--- config.mk ---
export PLATFORM = sky130hd
export DESIGN_NAME = div_unit
export DESIGN_NICKNAME = d
export VERILOG_FILES = /design/src/rtl/div_unit.sv
export SDC_FILE = /design/constraint.sdc
export NUM_CORES = 1
export LEC_CHECK = 0
export BUFFER_PORTS_ARGS = -buffer_cell sky130_fd_sc_hd__buf_2
export CORE_ASPECT_RATIO = 0.9
export CORE_MARGIN = 3
export CORE_UTILIZATION = 40
export DETAILED_ROUTE_END_ITERATION = 6
export PLACE_DENSITY_LB_ADDON = 0.25
export SETUP_SLACK_MARGIN = 0.02
export SLEW_MARGIN = 5
export SYNTH_ARGS = -nofsm -noshare
export SYNTH_HDL_FRONTEND = slang
export SYNTH_SLANG_ARGS = --single-unit
--- constraint.sdc ---
create_clock -name clk -period 4 [get_ports clk]
set_input_delay 0.2 -clock clk [delete_from_list [all_inputs] [get_ports clk]]
set_output_delay 0.2 -clock clk [all_outputs]
set_load 0.05 [all_outputs]
--- src/rtl/div_unit.sv ---
// div_unit: iterative restoring divider for DIV.W/DIV.WU/MOD.W/MOD.WU.
// It holds its result for as long as the execute stage keeps presenting the same request.
module div_unit #(
    parameter int STEPS_PER_CYCLE = 1
) (
    input  logic        clk,
    input  logic        resetn,
    input  logic [66:0] es_to_div_bus,
    output logic [32:0] div_to_es_bus
);
    typedef enum logic [1:0] {IDLE, BUSY, FIX, DONE} state_t;
    state_t      state;
    logic [65:0] key_r;
    logic [5:0]  count, count_nxt;
    logic [31:0] rem, quo, dvs, result_r;
    logic        neg_q, neg_r;
    logic        en, is_signed, div_ok, div_zero;
    logic [65:0] key;
    logic [31:0] src1, src2, mag1, mag2, q_fix, r_fix, rem_c, quo_c;
    logic [32:0] sh;
    logic        ge;
    assign en        = es_to_div_bus[66];
    assign key       = es_to_div_bus[65:0];
    assign src1      = key[63:32];
    assign src2      = key[31:0];
    assign is_signed = ~key[64];
    assign mag1      = is_signed && src1[31] ? -src1 : src1;
    assign mag2      = is_signed && src2[31] ? -src2 : src2;
    assign count_nxt = count + 6'(STEPS_PER_CYCLE);
    always_comb begin
        rem_c = rem;
        quo_c = quo;
        sh    = '0;
        ge    = 1'b0;
        for (int i = 0; i < STEPS_PER_CYCLE; i++) begin
            sh    = {rem_c, quo_c[31]};
            ge    = sh >= {1'b0, dvs};
            quo_c = {quo_c[30:0], ge};
            rem_c = ge ? 32'(sh - {1'b0, dvs}) : sh[31:0];
        end
    end
    // Divide by zero bypasses the sign fix-up: all-ones quotient, raw dividend as remainder.
    assign div_zero = key_r[31:0] == 32'd0;
    assign q_fix    = div_zero ? 32'hFFFF_FFFF : neg_q ? -quo : quo;
    assign r_fix    = div_zero ? key_r[63:32] : neg_r ? -rem : rem;
    always_ff @(posedge clk) begin
        if (!resetn) begin
            state    <= IDLE;
            key_r    <= '0;
            count    <= '0;
            rem      <= '0;
            quo      <= '0;
            dvs      <= '0;
            neg_q    <= 1'b0;
            neg_r    <= 1'b0;
            result_r <= '0;
        end else if (!en) begin
            state <= IDLE;
            count <= '0;
        end else if (state == IDLE || key != key_r) begin
            key_r <= key;
            count <= '0;
            rem   <= '0;
            quo   <= mag1;
            dvs   <= mag2;
            neg_q <= is_signed & (src1[31] ^ src2[31]);
            neg_r <= is_signed & src1[31];
            state <= src2 == 32'd0 ? FIX : BUSY;
        end else begin
            case (state)
                BUSY: begin
                    rem   <= rem_c;
                    quo   <= quo_c;
                    count <= count_nxt;
                    state <= count_nxt == 6'd32 ? FIX : BUSY;
                end
                FIX: begin
                    result_r <= key_r[65] ? r_fix : q_fix;
                    state    <= DONE;
                end
                default: state <= state;
            endcase
        end
    end
    assign div_ok        = state == DONE && en && key == key_r;
    assign div_to_es_bus = {div_ok ? result_r : 32'd0, div_ok};
endmodule

==> results of run 1 <==
[flip-flops by register name (all words and copies together) (netlist names)]
name / cells
count: 6
dvs: 31
key_r: 66
neg_q: 1
neg_r: 1
quo: 32
rem: 32
result_r: 32
state: 2
[logic make-up (layout without fill, tap and decap cells)]
| family | Yosys count | after routing | share of synthesized area |
|---|---|---|---|
| mux | 10 | 10 | 0.00757 |
| buf+inv | 190 | 309 | 0.0546 |
| compound gates | 482 | 482 | 0.239 |
| xor+xnor | 217 | 217 | 0.144 |
| simple gates | 601 | 601 | 0.211 |
| fa+ha+maj | 38 | 38 | 0.0365 |
| flops | 203 | 203 | 0.307 |
[final timing paths]
check	startpoint	end	slack [ps]	depth (start not counted)
worst max register to register	quo[31]	rem[30]	380	13
worst max-delay path	key_r[52]	div_to_es_bus[29]	200	11
worst min register to register	result_r[27]	result_r[27]	440	2
worst min-delay path	es_to_div_bus[66]	state[0]	30	3
[worst reg2reg max path, cell delays in order, from the launching register on]
cell       delay [ps]
dfxtp_1           380
inv_1             140
ha_1              230
inv_1              70
fa_1              220
a21oi_1           100
o22ai_1           220
o2111ai_1         220
a2111oi_0         710
nor3_1            160
o31ai_1           530
a221oi_1          220
xor2_1            180
o21ai_0           180
[stage by stage]
step,power [µW],hold slack [ps],util,instances
4_1_cts,5440,0.196,0.482,2274
5_1_grt,5620,37.4,0.483,2276
2_1_floorplan,2790,336,-,1741
3_3_place_gp,3070,443,0.435,2163
6_report,5420,25.3,0.483,2276
3_5_place_dp,3080,439,0.435,2163
[placed cells by master, fill, tap and decap left out, types with 6 or more instances in the layout]
master,count
a211oi_1,33
a21o_1,19
a21oi_1,163
a221oi_1,20
a222oi_1,24
a22oi_1,15
a31oi_1,8
and2_1,36
and3_1,6
buf_2,101
buf_4,32
clkbuf_16,25
clkinv_2,6
dfxtp_1,203
dlygate4sd3_1,66
ha_1,37
inv_1,62
mux2i_1,10
nand2_1,253
nand2b_1,10
nand3_1,17
nand4_1,29
nor2_1,135
nor2b_1,11
nor3_1,32
nor4_1,22
o211ai_1,16
o21a_1,8
o21ai_0,90
o31ai_1,27
o41ai_1,13
or2_2,6
or3_1,9
or4_1,12
xnor2_1,124
xor2_1,90
[power breakdown]
part / leakage (µW) / switching [µW] / internal, µW
logic: 0.00419 / 537 / 361
clock network: 0.000401 / 954 / 1360
registers: 0.00166 / 109 / 2110
[per-layer routing]
layer,track usage,vias to the layer above,part of all wire
li1,-,6362,-
met1,0.378,6253,0.47
met2,0.381,493,0.43
met3,0.0480,56,0.084
met4,0.0722,0,0.025
met5,0,-,0
[final cells by class]
type	count	area (µm²)
Fill cell	3206	16700
Multi-Input combinational cell	1348	8490
Sequential cell	203	4060
Timing Repair Buffer	201	1450
Clock buffer	31	688
Tap cell	416	520
Inverter	63	239
Clock inverter	14	148
[what timing repair did]
item | in CTS | in global routing
endpoints found under the hold margin | 67 | 0
buffers inserted | 0 | 2
setup endpoints to repair | 0 | 33
resized for setup | 0 | 5
hold buffers | 66 | 0
==> results by group, run 1 <==
Placed design
  • Final GP Congestion: 0.922
  • PortBufs: 101
  • Pre-CTS WS: 455 ps
  • Dpl cell area: about 14000 µm²
  • Hpwl dp: 34600 µm

Synth
  • Cells taking the most area after synthesis: dfxtp_1 31%, xnor2_1 8.4%, nand2_1 7.2%
  • Yosys cell types: 71
  • Most common cell in the synthesized netlist: nand2_1
  • Number of synthesized flops with an enable pin: 0
  • Synth async-reset ratio: 0
  • Seq/Total Area, Yosys: 0.307
  • Post-synth top flop: dfxtp_1
  • Post-synth top cells: 254 x nand2_1, 203 x dfxtp_1, 163 x a21oi_1
  • Syn Inst Count: 1741
  • Top cell type's share of synthesized area: 0.307
  • Net count after synthesis: 1848
  • Cell area after synthesis: 13200 µm²
  • Synth Warn #: 0
  • FF+latch count, synth: around 200
  • Synth area leader: dfxtp_1
  • Syn Area/Cell: between 7 and 8 µm²

Global route
  • Initial antenna violation count: 0
  • Final global-route overflow total: 0
  • Via count of the first global-routing pass: ~12k
  • Gr usage total: 0.256
  • Global-route wire length before repair: 71100 µm
  • Largest net degree at the start of global routing: 94

Worst setup path
  • CP max FO: 33
  • WP data required: ~3800 ps
  • Crit end category: output port
  • Crit path DAT: between 3000 and 4000 ps
  • CP peak stage delay: between 400 and 500 ps
  • Cell family with the largest share of critical-path delay: simple AND/OR/NAND/NOR gates
  • Crit path cell chain: xnor2_2 > nand4_1 > nor4_2 > nand4_1 > nor4_4 > and2_1 > nand2_1 > nor2_1 > buf_4 > and2_1 > buf_2
  • CP max-delay cell: nor4_4
  • Startpoint Class: flip-flop
  • Setup CP Type: reg2out
  • Buf/Inv on CP: 2

Timing
  • Setup violations, final: 0
  • Setup ws final: 204 ps
  • Hold Vio Cnt, Final: 0
  • Skew final: 13.5 ps
  • Slew Viols, Final: 0
  • Final Critical Period: 3800 ps
  • Fmax: 263 MHz
  • Setup TNS: 0 ps
  • Period utilization: 0.949
  • Slew HR: 0.232
  • RSZ-0062 raised after global routing: false
  • Worst-Margin Slew: 1150 ps

Clock network
  • Clock sink total: 203
  • CTS Buf Count: 25
  • Clock transition at the registers of the reported paths: 60 ps
  • Clk_lat worst skew: between 500 and 600 ps
  • CTS tree: yes
  • Max H-tree Level: 1
  • CTS Buffer Depth: 3
  • Clk Tree Root Cell: clkbuf_16

Final layout
  • Area Overhead vs Synth: 18.0%
  • Fraction of layout cells with a size suffix above 1: 0.110
  • Design area: 15600 µm²
  • Final #Nets: 1949
  • # diodes: 0

Detailed routing
  • Routed WL: 46300 µm
  • Detail Route Antenna Nets: 0
  • Drt via density: 5.78
  • First-pass DRT Iterations: 6
  • DR WL/cell: 20.4 µm
  • Via count: 13.2k
  • DR iter-0 viols: 1578
  • Drt drc: 0

Power
  • Power per standard cell area: 348 nW/µm²
  • Static leakage: 0.00626 µW
  • VDD IR-drop max: approximately 0.33 mV

Floorplanning
  • Die height: 178 µm
  • Core Region: about 32000 µm²
  • Initial core utilization: 0.410
  • Io pins: 102
  • # rows: between 60 and 70
  • Die Width: approximately 200 µm
  • Area of the die: 35300 µm²

Outcome
  • Outcome: finished clean

Min path
  • Min-delay worst type: in2reg

Job
  • Number of max-cap violations: 0
No activity file was read; power rests on OpenSTA's default activity.
==> run 2: changes to the inputs <==
==> constraint.sdc (replaced) <==
create_clock -name clk -period 3.3 [get_ports clk]
set_input_delay 0.165 -clock clk [delete_from_list [all_inputs] [get_ports clk]]
set_output_delay 0.165 -clock clk [all_outputs]
set_load 0.05 [all_outputs]
==> results by group, run 2 (synthesis results as in run 1) <==
Outcome
  • Outcome: complete, but fails checks
  • Failing checks: DRC

Final layout
  • Max reg flops: 66
  • Final non-filler cell total: about 2.3k
  • Area Overhead vs Synth: 23.4%
  • Largest register by flop count: key_r
  • Fraction of layout cells with a size suffix above 1: 0.150
  • Final #Nets: 1984
  • Most common cell after layout, fill and taps aside: nand2_1
  • Fillers: 3099
  • # diodes: 0
  • Design area: 16300 µm²
  • Commonest cells after routing, fill and taps aside: 252 x nand2_1, 192 x dfxtp_1, 163 x a21oi_1, 133 x nor2_1, 111 x xnor2_1

Clock network
  • CTS Buffer Depth: 3
  • Clk Tree Root Cell: clkbuf_16
  • Clock transition at the registers of the reported paths: 60 ps
  • Max H-tree Level: 1
  • Clock sink total: 203
  • CTS tree: yes
  • Clk_lat worst skew: 540 ps
  • CTS Buf Count: 24

Placed design
  • Placed insts: roughly 2.2k
  • Final GP Congestion: 0.957
  • Hpwl dp: around 35000 µm
  • PortBufs: between 100 and 150
  • Dpl cell area: 14300 µm²

Timing
  • Slew Viols, Final: 0
  • Setup violations, final: 0
  • RSZ-0062 raised after global routing: true
  • Fmax: 308 MHz
  • Worst-Margin Slew: 1090 ps
  • Hold Vio Cnt, Final: 0
  • Final Critical Period: 3250 ps
  • Period utilization: 0.985
  • Slew HR: 0.272
  • Setup TNS: 0 ps
  • Skew final: 26.5 ps

Floorplanning
  • Io pins: 102
  • # rows: just over 60
  • Area of the die: 35300 µm²
  • Core Region: 32300 µm²
  • Die height: 178 µm
  • Die Width: 198 µm
  • Initial core utilization: 0.410

Worst setup path
  • Crit path launch: es_to_div_bus[8]
  • R2r startpoint: quo[14]
  • CP peak stage delay: 550 ps
  • Crit path DAT: 3080 ps
  • Crit end category: output port
  • WP data required: between 3000 and 4000 ps
  • Crit path cell chain: dlygate4sd3_1 > buf_2 > xnor2_1 > nand4_1 > nor4_1 > nand4_1 > nor4_4 > and2_4 > nand2_2 > nor2_4 > buf_12 > buf_12 > and2_1 > buf_6
  • Setup CP Type: in2out
  • CP max FO: 9
  • CP max-delay cell: dlygate4sd3_1
  • Startpoint Class: primary input

Power
  • VDD IR-drop max: around 0.30 mV
  • Static leakage: 0.00655 µW
  • Power per standard cell area: approximately 400 nW/µm²

Job
  • Number of max-cap violations: 0

Detailed routing
  • Routed WL: approximately 47000 µm
  • DR WL/cell: 20.4 µm
  • First-pass DRT Iterations: 7
  • Via count: 13.5k
  • Detail Route Antenna Nets: 0
  • Drt drc: 29
  • DR iter-0 viols: 1501
  • Drt via density: 5.84

Global route
  • Initial antenna violation count: 0
  • Via count of the first global-routing pass: 12.1k
  • Final global-route overflow total: 0
  • Global-route wire length before repair: 70200 µm
  • Largest net degree at the start of global routing: 100
  • Gr usage total: 0.252

Min path
  • Min-delay worst type: in2reg
  • Hold Startpoint: resetn
-- run 2: cell types whose count changed in the layout (fill, tap and decap cells not counted), moves of 7 or more --
cell     previous run  this run
buf_4              32        80
buf_2             101        65
buf_6               0        23
xnor2_1           124       111
dfxtp_1           203       192
dfxtp_2             0         9
xnor2_2             3        11
and2_1             36        29
and2_4              0         7
-- run 2: path summary, 6_finish.rpt --
check | end | slack [ps] | depth (start not counted)
setup / recovery | div_to_es_bus[15] | 50 | 14
hold / removal | quo[21] | 30 | 3
setup reg to reg | result_r[31] | 50 | 8
hold reg to reg | result_r[27] | 440 | 2
-- run 2: critical path: cells and delay by family --
family,cells,cell delay (ps)
xor+xnor,1,320
simple gates,8,1420
buf+inv,5,1170
-- run 2: timing repair --
action,CTS,global route
gates resized for setup,41,82
endpoints found under the setup margin,53,92
endpoints found under the hold margin,63,0
buffers inserted,1,3
pin swaps,2,18
hold buffers,62,0
gates cloned,0,3
-- run 2: power by group --
group          switching, µW  total [µW]  internal [µW]
Clock                   1080        2680           1600
Sequential               128        2680           2560
Combinational            668        1140            473
Total                   1870        6500           4630
-- run 2: layer usage --
metal | GRT usage | vias up | share of wire
met3 | 0.0466 | 75 | 0.091
li1 | - | 6445 | -
met2 | 0.383 | 567 | 0.44
met1 | 0.368 | 6388 | 0.45
met4 | 0.0593 | 0 | 0.023
met5 | 0 | - | 0
-- run 2: stage by stage --
step           power (µW)  setup slack (ps)  hold slack (ps)  utilization
5_1_grt              6720             -32.8             43.6        0.506
2_1_floorplan        3380               305              301            -
3_5_place_dp         3750              25.3              436        0.444
3_3_place_gp         3730             -2.54              428        0.444
4_1_cts              6460              19.1             21.5        0.492
6_report             6500              51.1             33.2        0.506
-- run 2: layout make-up --
type / instances / area [µm²] / share of cell area
clock buffers: 35 / 693 / 0.0425
clock inverters: 6 / 86.3 / 0.00529
inverters: 63 / 239 / 0.0146
multi-input cells: 1348 / 8750 / 0.536
flip-flops and latches: 203 / 4080 / 0.250
well taps: 416 / 520 / 0.0319
repair buffers: 237 / 1940 / 0.119
==> run 3: changes to the inputs <==
--- a/config.mk
+++ b/config.mk
@@ -9,6 +9,7 @@
 export CORE_ASPECT_RATIO = 0.9
 export CORE_MARGIN = 3
 export CORE_UTILIZATION = 40
+export CTS_BUF_LIST = sky130_fd_sc_hd__clkbuf_2
 export DETAILED_ROUTE_END_ITERATION = 6
 export PLACE_DENSITY_LB_ADDON = 0.25
 export SETUP_SLACK_MARGIN = 0.02
==> results by group, run 3 (synthesis results as in run 1) <==
Timing
  • Period utilization: 1.05
  • Slew Viols, Final: 0
  • Final Critical Period: 3470 ps
  • Setup ws final: -167 ps
  • Fmax: 288 MHz
  • Worst-Margin Slew: 1100 ps
  • Skew final: 43.8 ps
  • Setup TNS: -4520 ps
  • Slew HR: 0.265
  • Hold Vio Cnt, Final: 0
  • RSZ-0062 raised after global routing: true
  • Setup violations, final: 33

Final layout
  • Fraction of layout cells with a size suffix above 1: 0.166
  • Final #Nets: slightly above 2k
  • Most common cell after layout, fill and taps aside: nand2_1
  • Area Overhead vs Synth: 21.4%
  • Design area: 16000 µm²
  • Fillers: 3168
  • Largest register by flop count: key_r
  • Max reg flops: 66
  • Commonest cells after routing, fill and taps aside: 252 x nand2_1, 192 x dfxtp_1, 163 x a21oi_1, 133 x nor2_1, 112 x xnor2_1

Floorplanning
  • Initial core utilization: 0.410
  • Core Region: 32300 µm²
  • Die height: 178 µm
  • Die Width: 198 µm
  • Io pins: between 100 and 150
  • # rows: 62
  • Area of the die: 35300 µm²

Clock network
  • CTS tree: yes
  • CTS Buffer Depth: 3
  • Clock sink total: 203
  • Clk_lat worst skew: approximately 900 ps
  • Clock transition at the registers of the reported paths: 100 ps
  • Max H-tree Level: 2
  • CTS Buf Count: 58
  • Clk Tree Root Cell: clkbuf_2

Worst setup path
  • CP max-delay cell: dfxtp_2
  • Crit path cell chain: xnor2_2 > nand4_1 > nor4_2 > nand4_1 > nor4_4 > and2_4 > nand2_4 > nor2_4 > buf_12 > and2_1 > buf_6
  • WP data required: 3130 ps
  • FF-to-FF path depth: 8
  • Cell family with the largest share of critical-path delay: simple AND/OR/NAND/NOR gates
  • Buf/Inv on CP: 2
  • Startpoint Class: flip-flop
  • Reg2Reg Setup Slack: 80 ps
  • Crit path DAT: roughly 3300 ps
  • CP peak stage delay: 380 ps
  • Most used cell, CP: nand4_1
  • CP max FO: 33
  • Cell depth of the worst setup path: 11
  • Setup CP Type: reg2out
  • Crit end category: output port

Global route
  • Largest net degree at the start of global routing: 100
  • Via count of the first global-routing pass: approximately 13k
  • Initial antenna violation count: 1
  • Global-route wire length before repair: about 72000 µm
  • Final global-route overflow total: 0
  • Gr usage total: 0.258

Power
  • VDD IR-drop max: 0.258 mV
  • Final Power: slightly below 6000 µW
  • Power per standard cell area: about 360 nW/µm²
  • Static leakage: roughly 0.0066 µW

Detailed routing
  • Routed WL: 47100 µm
  • DR WL met2: 20300 µm
  • Via count: 13.7k
  • Drt drc: 2
  • DR iter-0 viols: 1613
  • Drt via density: 5.78
  • DR WL/cell: 19.9 µm
  • Met1 WL: 21400 µm
  • Met3 Routed Length: 4010 µm
  • First-pass DRT Iterations: 7
  • Highest Signal Layer: met4
  • Detail Route Antenna Nets: 0

Placed design
  • Hpwl dp: 34700 µm
  • Final GP Congestion: 0.957
  • Pre-CTS WS: 25.3 ps
  • Dpl cell area: 14300 µm²
  • PortBufs: 101

Outcome
  • Outcome: complete, but fails checks
  • Failing checks: DRC, setup timing

Min path
  • Hold Path Depth: 4
  • Min-delay worst type: in2reg

Job
  • Number of max-cap violations: 0
## run 3: final cells by class
cell class	count	area, µm²	area share
Tap cell	416	520	0.0324
Multi-Input combinational cell	1348	8720	0.543
Sequential cell	203	4080	0.254
Timing Repair Buffer	239	1950	0.122
Clock inverter	25	158	0.00982
Inverter	63	239	0.0149
Clock buffer	75	375	0.0234
Antenna cell	1	2.50	0.000156
## run 3: per-layer routing
| layer | global-route usage | vias up |
|---|---|---|
| met1 | 0.366 | 6509 |
| met2 | 0.394 | 566 |
| met5 | 0 | - |
| met3 | 0.0519 | 89 |
| met4 | 0.0799 | 0 |
| li1 | - | 6543 |
## run 3: metrics by stage
step	hold WS, ps	util	cells
after floorplan	301	-	1741
final	99.4	0.497	2370
after CTS	14.0	0.493	2367
after detailed placement	436	0.444	2198
after global placement	428	0.444	2198
after global routing	49.6	0.497	2370
## run 3: what timing repair did
| action | 4_1_cts | 5_1_grt |
|---|---|---|
| endpoints found under the setup margin | 53 | 61 |
| hold endpoints to repair | 143 | 0 |
| gates resized for setup | 92 | 28 |
| hold buffers | 68 | 0 |
| setup buffers | 1 | 2 |
| pin swaps | 8 | 7 |
## run 3: power by group
group          internal [µW]  switching, µW
Sequential              2550            127
Clock                    793           1150
Combinational            469            668
## run 3: path summary, 6_finish.rpt
kind / start / to
worst min-delay path: es_to_div_bus[65] / key_r[65]
worst max-delay path: key_r[58] / div_to_es_bus[5]
worst max register to register: quo[14] / result_r[31]
worst min register to register: result_r[27] / result_r[27]
## run 3: worst reg2reg max path, stage by stage (launching register included)
cell and delay [ps]:
dfxtp_2 360, or4_4 530, or2_4 260, or4b_4 540
or4_4 550, o31ai_4 250, xnor2_1 140, a221oi_2 380
a31o_1 140
